[config.mk]
export PLATFORM = sky130hd
export DESIGN_NAME = fab_add_sink
export DESIGN_NICKNAME = d
export VERILOG_FILES = /design/src/rtl/fab_add_pkg.sv /design/src/rtl/fab_sync_fifo.sv /design/src/rtl/fab_add_sink.sv
export SDC_FILE = /design/constraint.sdc
export NUM_CORES = 2
export LEC_CHECK = 0
export CORE_UTILIZATION = 40
export CTS_CLUSTER_DIAMETER = 50
export CTS_CLUSTER_SIZE = 25
export DETAILED_ROUTE_END_ITERATION = 8
export SLEW_MARGIN = 25
export SYNTH_ARGS = -nofsm -noshare
export SYNTH_HDL_FRONTEND = slang
export SYNTH_SLANG_ARGS = --single-unit
[constraint.sdc]
create_clock -name clk -period 12.34 [get_ports clk]
set_clock_uncertainty 0.05 [all_clocks]
set_input_delay 2.468 -clock clk [delete_from_list [all_inputs] [get_ports clk]]
set_output_delay 2.468 -clock clk [all_outputs]
set_load 0.02 [all_outputs]
[src/rtl/fab_add_pkg.sv]
// fab_add_pkg: fabric word bit positions, buffered entry layout and sink FSM states
package fab_add_pkg;
  localparam int VLD_BIT = 79;
  localparam int SOP_BIT = 78;
  localparam int EOP_BIT = 77;
  localparam int DST_HI = 76;
  localparam int DST_LO = 72;
  localparam int CH_HI = 71;
  localparam int CH_LO = 64;
  localparam int DATA_HI = 63;
  localparam int DATA_LO = 0;
  localparam int ENTRY_W = 75;
  typedef struct packed {
    logic sop;
    logic eop;
    logic err;
    logic [7:0] channel;
    logic [63:0] data;
  } entry_t;
  typedef enum logic [1:0] {IDLE, IN_PKT, DROP} state_e;
endpackage

[src/rtl/fab_sync_fifo.sv]
// fab_sync_fifo: first-word-fall-through FIFO; in clk/reset_n/push/push_data/pop, out pop_data/count
module fab_sync_fifo #(
  parameter int DEPTH = 16,
  parameter int W = 75,
  parameter int AW = $clog2(DEPTH)
) (
  input  logic         clk,
  input  logic         reset_n,
  input  logic         push,
  input  logic [W-1:0] push_data,
  input  logic         pop,
  output logic [W-1:0] pop_data,
  output logic [AW:0]  count
);
  logic [W-1:0] mem [DEPTH];
  logic [AW-1:0] wr_q, wr_d, rd_q, rd_d;
  logic [AW:0] cnt_q, cnt_d;
  always_comb begin
    wr_d = push ? wr_q + 1'b1 : wr_q;
    rd_d = pop ? rd_q + 1'b1 : rd_q;
    cnt_d = cnt_q + (AW+1)'(push) - (AW+1)'(pop);
  end
  always_ff @(posedge clk or negedge reset_n)
    if (!reset_n) begin
      wr_q <= '0;
      rd_q <= '0;
      cnt_q <= '0;
    end else begin
      wr_q <= wr_d;
      rd_q <= rd_d;
      cnt_q <= cnt_d;
    end
  always_ff @(posedge clk)
    if (push) mem[wr_q] <= push_data;
  assign pop_data = mem[rd_q];
  assign count = cnt_q;
endmodule

[src/rtl/fab_add_sink.sv]
// fab_add_sink: filters/frames fab_add_bus80 words for NODE_ID into a FIFO, sources Avalon-ST st_* with drop/proto counters
module fab_add_sink
  import fab_add_pkg::*;
#(
  parameter logic [4:0] NODE_ID = 5'd0,
  parameter int DEPTH = 16,
  parameter int MAX_PKT_WORDS = 8,
  parameter int AW = 4
) (
  input  logic        clk,
  input  logic        reset_n,
  input  logic [79:0] fab_add_bus80,
  input  logic        st_ready,
  output logic        st_valid,
  output logic        st_sop,
  output logic        st_eop,
  output logic        st_error,
  output logic [7:0]  st_channel,
  output logic [63:0] st_data,
  output logic [15:0] drop_pkt_cnt,
  output logic [15:0] proto_err_cnt
);
  localparam int WC_W = $clog2(MAX_PKT_WORDS + 1);
  localparam logic [AW+1:0] MAX_FREE = (AW+2)'(MAX_PKT_WORDS);
  localparam logic [WC_W-1:0] MAX_WC = WC_W'(MAX_PKT_WORDS);
  state_e state_q, state_d;
  entry_t pend_q, pend_d, pend_term, in_w, push_data, head, st_word;
  logic pend_valid_q, pend_valid_d;
  logic [WC_W-1:0] wcnt_q, wcnt_d;
  logic [15:0] drop_q, drop_d, proto_q, proto_d;
  logic [AW:0] count;
  logic [AW+1:0] free;
  logic hit, admit, push, pop, drop_inc, err_inc;
  assign hit = fab_add_bus80[VLD_BIT] && fab_add_bus80[DST_HI:DST_LO] == NODE_ID;
  assign in_w = '{sop: fab_add_bus80[SOP_BIT], eop: fab_add_bus80[EOP_BIT], err: 1'b0,
                  channel: fab_add_bus80[CH_HI:CH_LO], data: fab_add_bus80[DATA_HI:DATA_LO]};
  // pend counts against space so an admitted packet always fits, even with no pops
  assign free = (AW+2)'(DEPTH) - (AW+2)'(count) - (AW+2)'(pend_valid_q);
  assign admit = free >= MAX_FREE;
  always_comb begin
    state_d = state_q;
    pend_d = pend_q;
    pend_valid_d = pend_valid_q;
    wcnt_d = wcnt_q;
    pend_term = pend_q;
    pend_term.eop = 1'b1;
    pend_term.err = 1'b1;
    push = 1'b0;
    push_data = pend_q;
    drop_inc = 1'b0;
    err_inc = 1'b0;
    // a completed packet leaves pend on its own the cycle after its eop lands
    if (pend_valid_q && pend_q.eop) begin
      push = 1'b1;
      pend_valid_d = 1'b0;
    end
    if (hit) begin
      if (in_w.sop) begin
        // sop inside a packet terminates the open one as a repaired packet
        if (state_q == IN_PKT) begin
          push = 1'b1;
          push_data = pend_term;
          pend_valid_d = 1'b0;
          err_inc = 1'b1;
        end
        if (admit) begin
          pend_d = in_w;
          pend_valid_d = 1'b1;
          wcnt_d = WC_W'(1);
          state_d = in_w.eop ? IDLE : IN_PKT;
        end else begin
          drop_inc = 1'b1;
          state_d = in_w.eop ? IDLE : DROP;
        end
      end else if (state_q == IDLE) begin
        err_inc = 1'b1;
      end else if (state_q == DROP) begin
        state_d = in_w.eop ? IDLE : DROP;
      end else if (wcnt_q < MAX_WC) begin
        push = 1'b1;
        pend_d = in_w;
        wcnt_d = wcnt_q + 1'b1;
        state_d = in_w.eop ? IDLE : IN_PKT;
      end else begin
        // overlong packet: close it on the last legal word and shed the rest
        pend_d = pend_term;
        err_inc = 1'b1;
        state_d = in_w.eop ? IDLE : DROP;
      end
    end
    drop_d = (drop_inc && drop_q != 16'hFFFF) ? drop_q + 16'd1 : drop_q;
    proto_d = (err_inc && proto_q != 16'hFFFF) ? proto_q + 16'd1 : proto_q;
  end
  always_ff @(posedge clk or negedge reset_n)
    if (!reset_n) begin
      state_q <= IDLE;
      pend_q <= '0;
      pend_valid_q <= 1'b0;
      wcnt_q <= '0;
      drop_q <= '0;
      proto_q <= '0;
    end else begin
      state_q <= state_d;
      pend_q <= pend_d;
      pend_valid_q <= pend_valid_d;
      wcnt_q <= wcnt_d;
      drop_q <= drop_d;
      proto_q <= proto_d;
    end
  fab_sync_fifo #(.DEPTH(DEPTH), .W(ENTRY_W), .AW(AW)) u_fifo (
    .clk(clk),
    .reset_n(reset_n),
    .push(push),
    .push_data(push_data),
    .pop(pop),
    .pop_data(head),
    .count(count)
  );
  assign st_valid = count != '0;
  assign pop = st_valid && st_ready;
  assign st_word = st_valid ? head : '0;
  assign st_sop = st_word.sop;
  assign st_eop = st_word.eop;
  assign st_error = st_word.err;
  assign st_channel = st_word.channel;
  assign st_data = st_word.data;
  assign drop_pkt_cnt = drop_q;
  assign proto_err_cnt = proto_q;
endmodule

## Word level (Yosys, flattened, before mapping)

Memories as Yosys holds them, arrays and structs flattened.
Index checks and enable logic that the tools add are counted.

| storage, ports and cells | value |
|---|---|
| RAM bits | 1200 |
| register bits after elaboration | 127 |
| output and inout bits | 108 |
| word-level logic and storage cells | 88 |
| memories | 1 |

| cells by class | value |
|---|---|
| add/sub/neg operators | 9 |
| eq/ne operators | 7 |
| reduce and logical (&&, ||, !) cells | 12 |
| muxes and demuxes | 44 |
| magnitude comparators | 2 |

Memory list:

| memory | depth | bits a word | rd ports | clocked after memory_dff | wr ports | line | RTL |
|---|---|---|---|---|---|---|---|
| u_fifo.mem | 16 | 75 | 1 | 0 | 1 | fab_sync_fifo.sv:15 | `logic [W-1:0] mem [DEPTH];` |

Operators with widths:

| cell | number |
|---|---|
| 75-bit 2-to-1 mux | 6 |
| 74-bit 2-to-1 mux | 3 |
| 16-bit by 1-bit adder with 16-bit output, second input constant | 2 |
| 16-bit inequality test, second input constant | 2 |
| 1-bit 2-to-1 mux | 24 |
| 4-bit 2-to-1 mux | 5 |
| 4-bit by 1-bit adder with 4-bit output, second input constant | 3 |
| 2-bit 2-to-1 mux | 6 |
| 6-bit by 4-bit greater-or-equal comparator with 1-bit output, second input constant | 1 |
| 5-bit by 5-bit subtractor with 6-bit output, first input constant | 1 |
| 6-bit by 1-bit subtractor with 6-bit output | 1 |
| 5-bit by 1-bit adder with 5-bit output | 1 |
| 1-bit logical AND | 5 |
| 5-bit logical NOT | 1 |
| 5-bit AND reduction | 1 |
| 5-bit nonzero test | 1 |
| 5-bit by 1-bit subtractor with 5-bit output | 1 |
| 4-bit less-than comparator, second input constant | 1 |
| 2-bit inequality test, second input constant | 2 |
| 4-bit AND reduction | 1 |
| 2-bit by 1-bit == test with 1-bit output, second input constant | 1 |
| 2-bit == test, second input constant | 1 |
| 2-bit logical NOT | 1 |
| 2-bit by 1-bit inequality test with 1-bit output, second input constant | 1 |
| 2 further kinds | 2 |

## Longest topological paths before layout

| logic depth | value |
|---|---|
| word-level depth | 9 |
| depth in mapped cells | 13 |

## Hierarchy

Synthesis repeated with hierarchy kept, for this count alone.

| second synthesis, totals | value |
|---|---|
| cell total of the unflattened synthesis | 2387 |
| area, all modules | 51300.5 um2 |

Modules (own cells, without submodules):

| module | area an instance (um2) | sequential area each (um2) | cells each | instances |
|---|---|---|---|---|
| fab_sync_fifo | 45538.7 | 36359.9 | 1907 | 1 |
| fab_add_sink | 5761.8 | 2852.7 | 480 | 1 |

## Least setup slack after synthesis

OpenSTA, ideal clock, no wires.

| path | value |
|---|---|
| path kind | input -> register |
| start point | input fab_add_bus80[73] |
| end point | memory u_fifo.mem[2][0], enable pin |
| buffers on the path | 0 |
| data required time | 11571 ps |
| arrival | 10855 ps |
| setup time | 719 ps |
| path slack | 716 ps |
| cell stages on the path | 3 |
| path through | nor4_4 a41oi_2 nor4b_1 |

| between the ends | value |
|---|---|
| word-level cells in the longest chain between the ends | 5 |

Ends and longest elaborated chain:

| element | line | RTL |
|---|---|---|
| from (decl) | fab_add_sink.sv:12 | `input logic [79:0] fab_add_bus80,` |
| 5-bit logical NOT | fab_add_sink.sv:34 | `assign hit = fab_add_bus80[VLD_BIT] && fab_add_bus80[DST_HI:DST_LO] == NODE_ID;` |
| 1-bit logical AND | fab_add_sink.sv:34 |  |
| 1-bit 2-to-1 mux | fab_add_sink.sv:57 | `if (hit) begin` |
| 1-bit 2-to-1 mux | fab_sync_fifo.sv:34 | `if (push) mem[wr_q] <= push_data;` |
| 1-bit 2-to-1 mux (not written as such) | fab_sync_fifo.sv:34 |  |
| to (decl) | fab_sync_fifo.sv:15 |  |

Every way passes these cells.

## Final worst setup path

| path | value |
|---|---|
| start point | register u_fifo.rd_q[0] |
| end point | output st_sop |

| between the ends | value |
|---|---|
| word-level cells in the longest chain between the ends | 2 |

Ends and longest elaborated chain:

| element | line | RTL |
|---|---|---|
| from (decl) | fab_sync_fifo.sv:16 | `logic [AW-1:0] wr_q, wr_d, rd_q, rd_d;` |
| from (signal assigned) | fab_sync_fifo.sv:30 | `rd_q <= rd_d;` |
| memory read 16 x 75 bit | -- |  |
| 75-bit 2-to-1 mux | fab_add_sink.sv:121 | `assign st_word = st_valid ? head : '0;` |
| to (decl) | fab_add_sink.sv:15 | `output logic st_sop,` |

Every way passes these cells.

==> summary.txt <==
Outcome
  • Status: completed

Floorplanning
  • Core ar.: 0.1275 mm²
  • Initial Utilization: 0.4030
  • Height of the chip: 360.4 µm
  • FP Rows: 131
  • Die area: 0.1299 mm²
  • I/O Pins: 191
  • Chip width: 360.4 µm

Clock network
  • Cts repair resizes: 0
  • Root Driver: clkbuf_16
  • Total CTS buffers: 111
  • Hold buffer count at CTS: 0
  • Post-CTS setup buffer count: 0
  • Clk_lat worst skew: 0.71 ns
  • Sink Count: 1327
  • Clk buf depth: 3
  • CTS clk-pin slew, worst paths: 0.07 ns
  • H-tree depth: 3
  • CTS tree: done

Layout
  • Most frequent cells in the layout: 1200 x edfxtp_1, 375 x mux4_2, 189 x clkdlybuf4s50_1
  • Syn-to-layout area delta: 15.25%
  • Fin cells: 4202
  • Fin nets: 2544
  • Leading cell type in the layout, fill and taps excluded: edfxtp_1
  • Fill cell count: 10350
  • Share of cells above drive strength 1: 0.2834

STA
  • Slew Limit Fails: 0
  • Least-Margin Pin Slew: 1.060 ns
  • Number of setup violations in the final report: 0
  • Slew Limit Headroom: 0.2932
  • Final Critical Period: 6.966 ns
  • Fin Setup TNS: 0 ns
  • Period utilization: 0.5645
  • Final hold violations: 0
  • Peak Freq: 143.6 MHz
  • Hold Slack: 0.4427 ns
  • RSZ-0062 raised after global routing: no

Power
  • P_int: 9026 µW
  • Power per cell area: 217.1 mW/mm²
  • Sw frac: 0.2981
  • Combinational power share: 0.283
  • Part of the power in registers: 0.426
  • Psw: 3833 µW
  • Clock power frac: 0.291
  • Maximum vdd drop: 0.1915 mV
  • Leak: 0.01940 µW

Critical path
  • CP endpoint kind: primary output
  • WP data required: 9.82 ns
  • CP top delay family: buffers and inverters
  • CP Launch Type: flop
  • Most frequent cell on the critical path: mux4_2
  • Critical path arrival: 4.45 ns
  • Slowest stage delay, CP: 0.76 ns
  • Crit-path slowest cell: dfrtp_4
  • CP bufs+invs: 3
  • CP cell instances: buf_12, buf_16, mux4_2, mux4_2, and2_1, clkdlybuf4s50_1
  • Critical path class: flop to primary output
  • Max FO, Critical Path: 60

Routing
  • Detailed-route via count: 23250
  • DR vias/cell: 5.534
  • DRT Pass-1 Iters: 5
  • Drt total wl: 115.6 mm
  • Antenna Nets Post-Route: 0
  • Per-cell routed wire length: 27.52 µm
  • Residual DRC count: 0
  • 1st-iter DRT viols: 2364

Global route
  • Largest net degree at the start of global routing: 121
  • Grt total ovfl: 0
  • Gr usage total: 0.1807
  • Initial antenna violation count: 6
  • First-pass GRT wire length: 171.0 mm
  • Vias in the first global route: 24660

Yosys
  • Number of flops mapped to enable cells by yosys: 1200
  • Fraction of registers with async set/reset: 0.09570
  • Post-Syn Instances: 2202
  • Top cell type's share of synthesized area: 0.7012
  • Primary FF master, synth: edfxtp_1
  • Synth cell types: 54
  • Part of the Yosys area used for sequential elements: 0.7630
  • Synth area leaders: edfxtp_1 70%, mux4_2 16%, dfrtp_1 6.2%, mux2_2 1.3%, and2_1 1.1%
  • Post-synthesis register bit count: 1327
  • Post-synth net total: 2306
  • Synth area leader: edfxtp_1
  • Mapped Avg Cell Area: 23.34 µm²
  • Warnings from Yosys: 0
  • Synth Cell Area: 0.05139 mm²

Placement
  • Buffers on Ports: 190
  • DP Wirelength: 57.95 mm
  • Placed Cells incl. Taps: 3988
  • Gp weighted congestion: 0.7702

Hold path
  • Hold crit path type: flop to flop

Job
  • Max_cap viols: 0
[power groups by stage]
stage | Combinational [µW] | Sequential, µW | Clock, µW
finish | 3640 | 5480 | 3740
global route | 3880 | 5510 | 3990
CTS | 3720 | 5480 | 3820
detailed placement | 3710 | 5580 | 0
global placement | 3610 | 5610 | 0
floorplan | 2620 | 5370 | 0
[per-stage QoR]
step | util | power (µW) | setup WS (ns) | cell area, µm²
after floorplan | - | 7988 | 0.7162 | 51390
after global placement | 0.4324 | 9220 | 5.646 | 55140
after detailed placement | 0.4331 | 9289 | 5.606 | 55220
after CTS | 0.4642 | 13020 | 5.234 | 59200
after global routing | 0.4644 | 13380 | 5.073 | 59220
final | 0.4645 | 12860 | 5.374 | 59230
[area by class of cell]
cell class,count,area [µm²],area share
Inverter,22,82.58,0.001394
Timing Repair Buffer,235,2359,0.03982
Clock buffer,122,2902,0.04899
Tap cell,1662,2079,0.03511
Multi-Input combinational cell,743,11500,0.1941
Clock inverter,88,1072,0.01810
Antenna cell,3,7.507,0.0001268
Sequential cell,1327,39230,0.6623
[final timing paths]
| path | slack, ns | end | cells past startpoint | startpoint |
|---|---|---|---|---|
| hold / removal | 0.44 | drop_pkt_cnt[14] | 1 | drop_pkt_cnt[14] |
| min in group asynchronous | 1.66 | pend_q[64] | 1 | reset_n |
| setup reg to reg | 8.60 | u_fifo.mem[6][19] | 6 | wcnt_q[3] |
| setup / recovery | 5.37 | st_sop | 6 | u_fifo.rd_q[0] |
| hold reg to reg | 0.44 | drop_pkt_cnt[14] | 1 | drop_pkt_cnt[14] |
| max in group asynchronous | 8.70 | pend_q[10] | 3 | reset_n |
[kinds of logic after synthesis]
group,synth area share
DFF,0.7630
muxes,0.1820
and+or+nand+nor,0.02422
buffers and inverters,0.01480
xor gates and xnor gates,0.006306
AOI/OAI and AO/OA,0.004382
adders and majority gates,0.005259
[state kept, by name (all words and copies together), names as in the netlist, 2 cells and up]
signal and count:
u_fifo.mem 1200, pend_q 75, drop_pkt_cnt 16, proto_err_cnt 16, u_fifo.count 5, u_fifo.rd_q 4
u_fifo.wr_q 4, wcnt_q 4, state_q 2
[cells in the mapped netlist, types with 3 or more instances]
cell type,n
mux2_1,17
buf_6,31
edfxtp_1,1200
nand2_1,20
nor4_2,7
mux2i_1,3
nor4_1,8
xor2_1,24
nor4b_1,3
and2_1,89
mux2_2,61
buf_1,6
xnor2_1,13
dfrtp_1,127
nor2_1,12
nand4_1,13
nand3_1,14
mux4_2,375
a21o_1,3
buf_2,20
clkbuf_1,51
ha_1,20
o211ai_1,3
inv_1,22
and3_1,6
nor3b_1,4
a21oi_1,5
nor3_1,7
nor2b_1,7
[worst reg2reg max path: stages, from the launching register on]
cell and delay [ns]:
dfrtp_1 0.46, mux2i_1 0.19, a41oi_2 0.40, nor2b_1 0.38, nor2b_1 0.32, and2_4 0.82, buf_4 0.71
[per-layer routing]
metal | vias to the layer above | part of all wire | track usage
li1 | 9740 | - | -
met1 | 12680 | 0.43 | 0.2542
met2 | 700 | 0.50 | 0.2973
met3 | 129 | 0.056 | 0.03249
met4 | 6 | 0.014 | 0.03513
met5 | - | 0.00029 | 0
Note: power is estimated with default switching activity, not from simulation.
